--- src/rtl/pc_fetch_unit.sv ---
// ============================================================================
// Module      : pc_fetch_unit
// Description : Program counter plus single-outstanding instruction fetch
//               sequencer with redirect discard and misalignment fault.
// Revision    : 1.0
// ============================================================================
`default_nettype none

module pc_fetch_unit #(
    parameter logic [31:0] RESET_VECTOR = 32'h0000_0000,
    parameter int          COUNT_W      = 32
) (
    input  logic               CLK,
    input  logic               RST_N,
    input  logic [31:0]        nis,
    input  logic               pc_write,
    output logic               imem_req,
    output logic [31:0]        imem_addr,
    input  logic               imem_ack,
    input  logic [31:0]        imem_rdata,
    output logic [31:0]        pc,
    output logic [31:0]        pc_plus_4,
    output logic [31:0]        ir,
    output logic               ir_valid,
    output logic               misaligned,
    output logic [COUNT_W-1:0] fetch_count
);

    typedef enum logic [1:0] {
        S_FETCH   = 2'd0,
        S_HOLD    = 2'd1,
        S_DISCARD = 2'd2,
        S_FAULT   = 2'd3
    } state_t;

    state_t             state_q;
    logic [31:0]        pc_q;
    logic [31:0]        addr_q;
    logic [31:0]        ir_q;
    logic               ir_valid_q;
    logic               req_q;
    logic               mis_q;
    logic [COUNT_W-1:0] cnt_q;

    logic [31:0]        tgt_d;
    logic               enter_d;
    logic               tgt_mis_d;

    // enter_d marks a cycle that starts a new fetch at tgt_d (or faults on it).
    // In DISCARD a simultaneous pc_write wins over the held pc.
    always_comb begin
        tgt_d     = pc_write ? nis : pc_q;
        tgt_mis_d = (tgt_d[1:0] != 2'b00);
        enter_d   = 1'b0;
        case (state_q)
            S_FETCH:   enter_d = req_q ? (imem_ack & pc_write) : pc_write;
            S_HOLD:    enter_d = pc_write;
            S_DISCARD: enter_d = imem_ack;
            S_FAULT:   enter_d = pc_write;
            default:   enter_d = 1'b0;
        endcase
    end

    always_ff @(posedge CLK or negedge RST_N) begin
        if (!RST_N) begin
            state_q    <= S_FETCH;
            pc_q       <= RESET_VECTOR;
            addr_q     <= RESET_VECTOR;
            ir_q       <= 32'h0;
            ir_valid_q <= 1'b0;
            req_q      <= 1'b0;
            mis_q      <= 1'b0;
            cnt_q      <= '0;
        end else begin
            case (state_q)
                S_FETCH: begin
                    // req_q low only in the first cycle after reset release
                    if (!req_q) begin
                        req_q <= 1'b1;
                    end else if (imem_ack && !pc_write) begin
                        ir_q       <= imem_rdata;
                        ir_valid_q <= 1'b1;
                        cnt_q      <= cnt_q + 1'b1;
                        req_q      <= 1'b0;
                        state_q    <= S_HOLD;
                    end else if (!imem_ack && pc_write) begin
                        pc_q    <= nis;
                        state_q <= S_DISCARD;
                    end
                end
                S_DISCARD: begin
                    if (pc_write) begin
                        pc_q <= nis;
                    end
                end
                default: begin
                end
            endcase

            if (enter_d) begin
                pc_q       <= tgt_d;
                ir_valid_q <= 1'b0;
                mis_q      <= tgt_mis_d;
                req_q      <= !tgt_mis_d;
                if (tgt_mis_d) begin
                    state_q <= S_FAULT;
                end else begin
                    state_q <= S_FETCH;
                    addr_q  <= tgt_d;
                end
            end
        end
    end

    assign imem_req    = req_q;
    assign imem_addr   = addr_q;
    assign pc          = pc_q;
    assign pc_plus_4   = pc_q + 32'd4;
    assign ir          = ir_q;
    assign ir_valid    = ir_valid_q;
    assign misaligned  = mis_q;
    assign fetch_count = cnt_q;

endmodule

`default_nettype wire

--- config.mk ---
export PLATFORM = sky130hd
export DESIGN_NAME = pc_fetch_unit
export DESIGN_NICKNAME = d
export VERILOG_FILES = /design/src/rtl/pc_fetch_unit.sv
export SDC_FILE = /design/constraint.sdc
export NUM_CORES = 1
export LEC_CHECK = 0
export CAP_MARGIN = 25
export CORE_AREA = 3 3 117 119
export DETAILED_ROUTE_END_ITERATION = 10
export DIE_AREA = 0 0 120 122
export GPL_TIMING_DRIVEN = 0
export HOLD_SLACK_MARGIN = 0.02
export PLACE_DENSITY = 0.84
export SLEW_MARGIN = 20
export SYNTH_ARGS = -nofsm -noshare
export SYNTH_HDL_FRONTEND = slang
export SYNTH_SLANG_ARGS = --single-unit
--- constraint.sdc ---
create_clock -name CLK -period 3.27 [get_ports CLK]
set_clock_uncertainty 0.05 [all_clocks]
set_input_delay 0.8175 -clock CLK [delete_from_list [all_inputs] [get_ports CLK]]
set_output_delay 0.8175 -clock CLK [all_outputs]
set_load 0.01 [all_outputs]
## Yosys cells after proc, flatten, opt, wreduce, memory -nomap -nowiden

Cells that the tools add are included.

| operators by class | value |
|---|---|
| add/subtract/negate cells | 2 |
| equal/unequal tests | 6 |
| muxes and demuxes | 22 |
| bitwise operators | 2 |
| reductions and logical operators | 18 |

Operators with widths:

| operator | number |
|---|---|
| 32-bit 2-to-1 mux | 5 |
| 32-bit case mux with 2 select lines | 1 |
| 32-bit by 1-bit adder with 32-bit output, second input constant | 1 |
| 32-bit by 3-bit adder with 32-bit output, second input constant | 1 |
| 2-bit 2-to-1 mux | 6 |
| 1-bit 2-to-1 mux | 9 |
| 3-bit != test, second input constant | 3 |
| 3-bit AND reduction | 3 |
| 2-bit nonzero test | 4 |
| 3-bit nonzero test | 2 |
| 2-bit equality test, second input constant | 2 |
| 4-bit AND reduction | 1 |
| 1-bit logical NOT | 3 |
| 1-bit case mux with 3 select lines | 1 |
| 2-bit by 1-bit equality test with 1-bit output, second input constant | 1 |
| 1-bit logical AND | 2 |
| 2-bit logical NOT | 1 |
| 2-bit AND reduction | 1 |
| 2-bit OR reduction | 1 |
| 1-bit AND | 1 |
| 1-bit NOT | 1 |

| storage, ports and cells | value |
|---|---|
| register bits after elaboration | 133 |
| input port bits | 68 |
| output and inout bits | 163 |
| word-level logic and storage cells | 58 |

## Logic depth before layout (Yosys ltp)

| logic depth | value |
|---|---|
| depth after elaboration | 7 |
| depth in mapped cells | 6 |
| mapped depth without buffers | 5 |

## Worst setup path after synthesis

No wires, ideal clock.

| timing path | value |
|---|---|
| path kind | register to output |
| start point | register pc_q[2], in the netlist pc[2] |
| end point | output port pc_plus_4[18] |
| data arrival time | 1.607 ns |
| required time | 2.403 ns |
| slack | 0.796 ns |
| cell stages (with the launch flop) | 6 |
| buffers on the path | 0 |
| cells stage by stage | dfrtp_1 -> ha_1 -> nand4_1 -> nor3_2 -> nand4_1 -> xnor2_1 |

| on the way | value |
|---|---|
| longest elaborated chain between the ends | 1 |

Ends and longest elaborated chain:

| what | line | source |
|---|---|---|
| from (decl) | 37 | `logic [31:0] pc_q;` |
| from (signal assigned) | 87 | `pc_q <= nis;` |
| from (signal assigned) | 93 | `pc_q <= nis;` |
| from (signal assigned) | 101 | `pc_q <= tgt_d;` |
| 32-bit by 3-bit adder with 32-bit output | 118 | `assign pc_plus_4 = pc_q + 32'd4;` |
| to (decl) | 22 | `output logic [31:0] pc_plus_4,` |

No other way between the ends.

## Worst setup path after layout

| timing path | value |
|---|---|
| start point | register pc_q[3], in the netlist pc[3] |
| end point | output port pc_plus_4[10] |

The elaborated chain is that of the path after synthesis.

==> reports/qor.csv <==
metric,value,unit
area_delta_synth_final,54.43,%
slew_headroom,52.47,%
finalMaxSlewViolations,0,
drv_cap,0,
post_dp_cell_area,8502,sq um
io_pins,231,
die_h,122,um
outcome,completed,
synth_area_per_cell,13.20,sq um
antenna_found_initial,0,
yosys_warnings,0,
crit_path_end_kind,output pin,
synth.area.top_cells,"dfrtp_1, mux2_1, xnor2_1",
hold_buffers,0,
seq_power_share,40.3,%
finalSetupTns,0,ns
p_sw,1.483,mW
period_needed,3.173,ns
grt_max_degree,75,
track_usage,22.63,%
p_total,5.505,mW
regToRegSetupSlack,1.29,ns
holdCritPathClass,primary input to asynchronous set/reset pin,
slowest_delay,0.57,ns
r2r-end,imem_addr[28],
place_congestion,0.8824,
period_share,97.02,%
arrival,2.31,ns
crit_fanout,3,
crit_chain,ha_2 > nand4_1 > buf_4 > nor2_1 > xor2_1 > clkdlybuf4s50_1,
finalNonFillerCells,897,
multi_input_area,2517,sq um
synth.most_common_cell,dfrtp_1,
worstMarginPinSlew,0.7129,ns
grt_pass1_wl,25900,um
swShare,26.93,%
fill_cells,855,
fin_area,9191,sq um
syn-num-nets,521,
holdWs,0.2782,ns
drtIter0Drc,234,
p_per_area,598.9,nW/um^2
die_w,120,um
dieArea,14640,sq um
h-tree-depth,4,
synth-seq-area-share,55.92,%
hold_viol,0,
drt_wl_total,16370,um
wl_per_cell,18.25,um
reg2regPathDepth,5,
io_buffers,230,
dp.cells,854,
clkSinkCount,133,
start_kind,register,
syn-instance-count,451,
leakagePower,4.051,nW
diodes,0,
critPathKind,register to output pin,
power_frac_clock,31.5,%
clockBufferDepth,2,
initial_core_util,46.97,%
ys_types,42,
yosysTopAreaCell,dfrtp_1,
vdd.ir_drop.worst,0.3468,mV
ys_ff_latch,133,
synth_top_cells_by_count,"dfrtp_1, mux2_1, xnor2_1",
vias,4726,
synth_top_cell_area_share,55.92,%
timing.fmax,315.2,MHz
regArea,3334,sq um
dr.pass1.iters,4,
ant_nets,0,
cts_tree,yes,
share_comb_of_total_power,28.1,%
dp_hpwl,12100,um
ys_async_sr_fraction,100.0,%
cp.required,2.40,ns
setup_viol,0,
syn_area,5952,sq um
grt_remaining_overflow,0,
r2r_start,imem_req,
clk_latency,0.41,ns
cts_made_buffers,17,
p_int,4.022,mW
clockRootBuffer,clkbuf_16,
drive_above_1_share,13.52,%
grt_pass1_vias,4890,
routed_via_density,5.269,
drc,0,
crit_slowest_cell,clkdlybuf4s50_1,
ys.flop_type,dfrtp_1,
path_clk_slew,0.05,ns
rows,41,
nets,784,
synth_edf_count,0,
coreArea,12670,sq um
layer usage:
| metal | track usage, % | vias to the layer above | routed length, um |
|---|---|---|---|
| met5 | 0 | - | 0 |
| met4 | 7.874 | 0 | 289 |
| met3 | 7.614 | 27 | 1398 |
| met2 | 39.87 | 204 | 8289 |
| met1 | 25.78 | 2353 | 6391 |
| li1 | - | 2142 | - |
worst max-delay path by stage:
stage          startpoint            end  slack [ns]  cells after the start
6_report            pc[3]  pc_plus_4[10]         0.1                      6
5_1_grt             pc[2]  pc_plus_4[10]      -0.001                      6
4_1_cts             pc[2]  pc_plus_4[16]        0.01                      7
3_5_place_dp        pc[3]  pc_plus_4[14]       -0.04                      6
3_3_place_gp        RST_N         ir[22]       -3.65                      1
2_1_floorplan       pc[2]  pc_plus_4[18]        0.80                      5
cell families (layout without fill, tap and decap cells):
logic type               after synthesis  count (layout)  synth area share (%)
XOR/XNOR                              59              59                 8.682
flip-flops                           133             133                 55.92
buffers and inverters                 21             295                 2.060
AO/OA/AOI/OAI                         11              11                 1.219
adder cells (fa/ha/maj)                2               2                0.4204
multiplexers                          92              92                 17.41
AND/OR/NAND/NOR                      133             133                 14.29
timing repair:
action | 4_1_cts | 5_1_grt
pin swaps | 3 | 2
setup buffers | 7 | 6
endpoints found under the setup margin | 20 | 12
resized for setup | 16 | 13
worst max-delay path: cells and delay by family (launching register included):
family / cells / cell delay [ns]
DFF: 1 / 0.38
adders and majority gates: 1 / 0.22
and+or+nand+nor: 2 / 0.35
buffers and inverters: 2 / 0.80
xor gates and xnor gates: 1 / 0.16
sequential cells by signal, summed over array words and instances (netlist names):
register / cells
fetch_count: 32
imem_addr: 32
ir: 32
pc: 32
state_q: 2
imem_req: 1
ir_valid: 1
misaligned: 1
layout make-up:
cell class                 instances  share of cell area (%)
sequential                       133                   36.28
multi-input combinational        297                   27.39
timing repair buffer             244                   26.80
clock buffer                      25                   5.282
tap                              172                   2.341
buffer                            16                   1.157
clock inverter                     5                  0.5445
inverter                           5                  0.2042
power by group through the flow:
stage	sequential, mW	clock (mW)	combinational (mW)
after global placement	2.22	0	1.51
final	2.22	1.73	1.55
after global routing	2.27	1.84	1.65
after floorplan	2.37	0	0.376
after detailed placement	2.25	0	1.55
after CTS	2.22	1.76	1.56
through the flow:
| stage | worst slack [ns] | util [%] |
|---|---|---|
| floorplan | 0.7958 | - |
| global placement | -3.647 | 66.84 |
| detailed placement | -0.04187 | 67.10 |
| CTS | 0.01008 | 71.92 |
| global route | -0.001476 | 72.54 |
| finish | 0.09745 | 72.54 |
layout by cell type (no fill, tap or decap), drive strengths merged, types with 2 or more instances in the layout:
| master | Yosys | routed |
|---|---|---|
| nor3b | 4 | 4 |
| nor2 | 12 | 12 |
| and4 | 10 | 10 |
| dlymetal6s2s | 0 | 10 |
| clkdlybuf4s50 | 0 | 211 |
| clkbuf | 0 | 25 |
| nand4 | 19 | 19 |
| buf | 16 | 31 |
| mux2 | 92 | 92 |
| xor2 | 19 | 19 |
| dfrtp | 133 | 133 |
| nor3 | 10 | 10 |
| clkinv | 0 | 4 |
| nand3 | 29 | 29 |
| nand2 | 21 | 21 |
| or2 | 2 | 2 |
| and3 | 8 | 8 |
| nor4 | 8 | 8 |
| nand2b | 2 | 2 |
| inv | 5 | 5 |
| nor2b | 3 | 3 |
| o21ai | 5 | 5 |
| ha | 2 | 2 |
| dlygate4sd2 | 0 | 8 |
| xnor2 | 40 | 40 |
No activity file was read; power rests on OpenSTA's default activity.
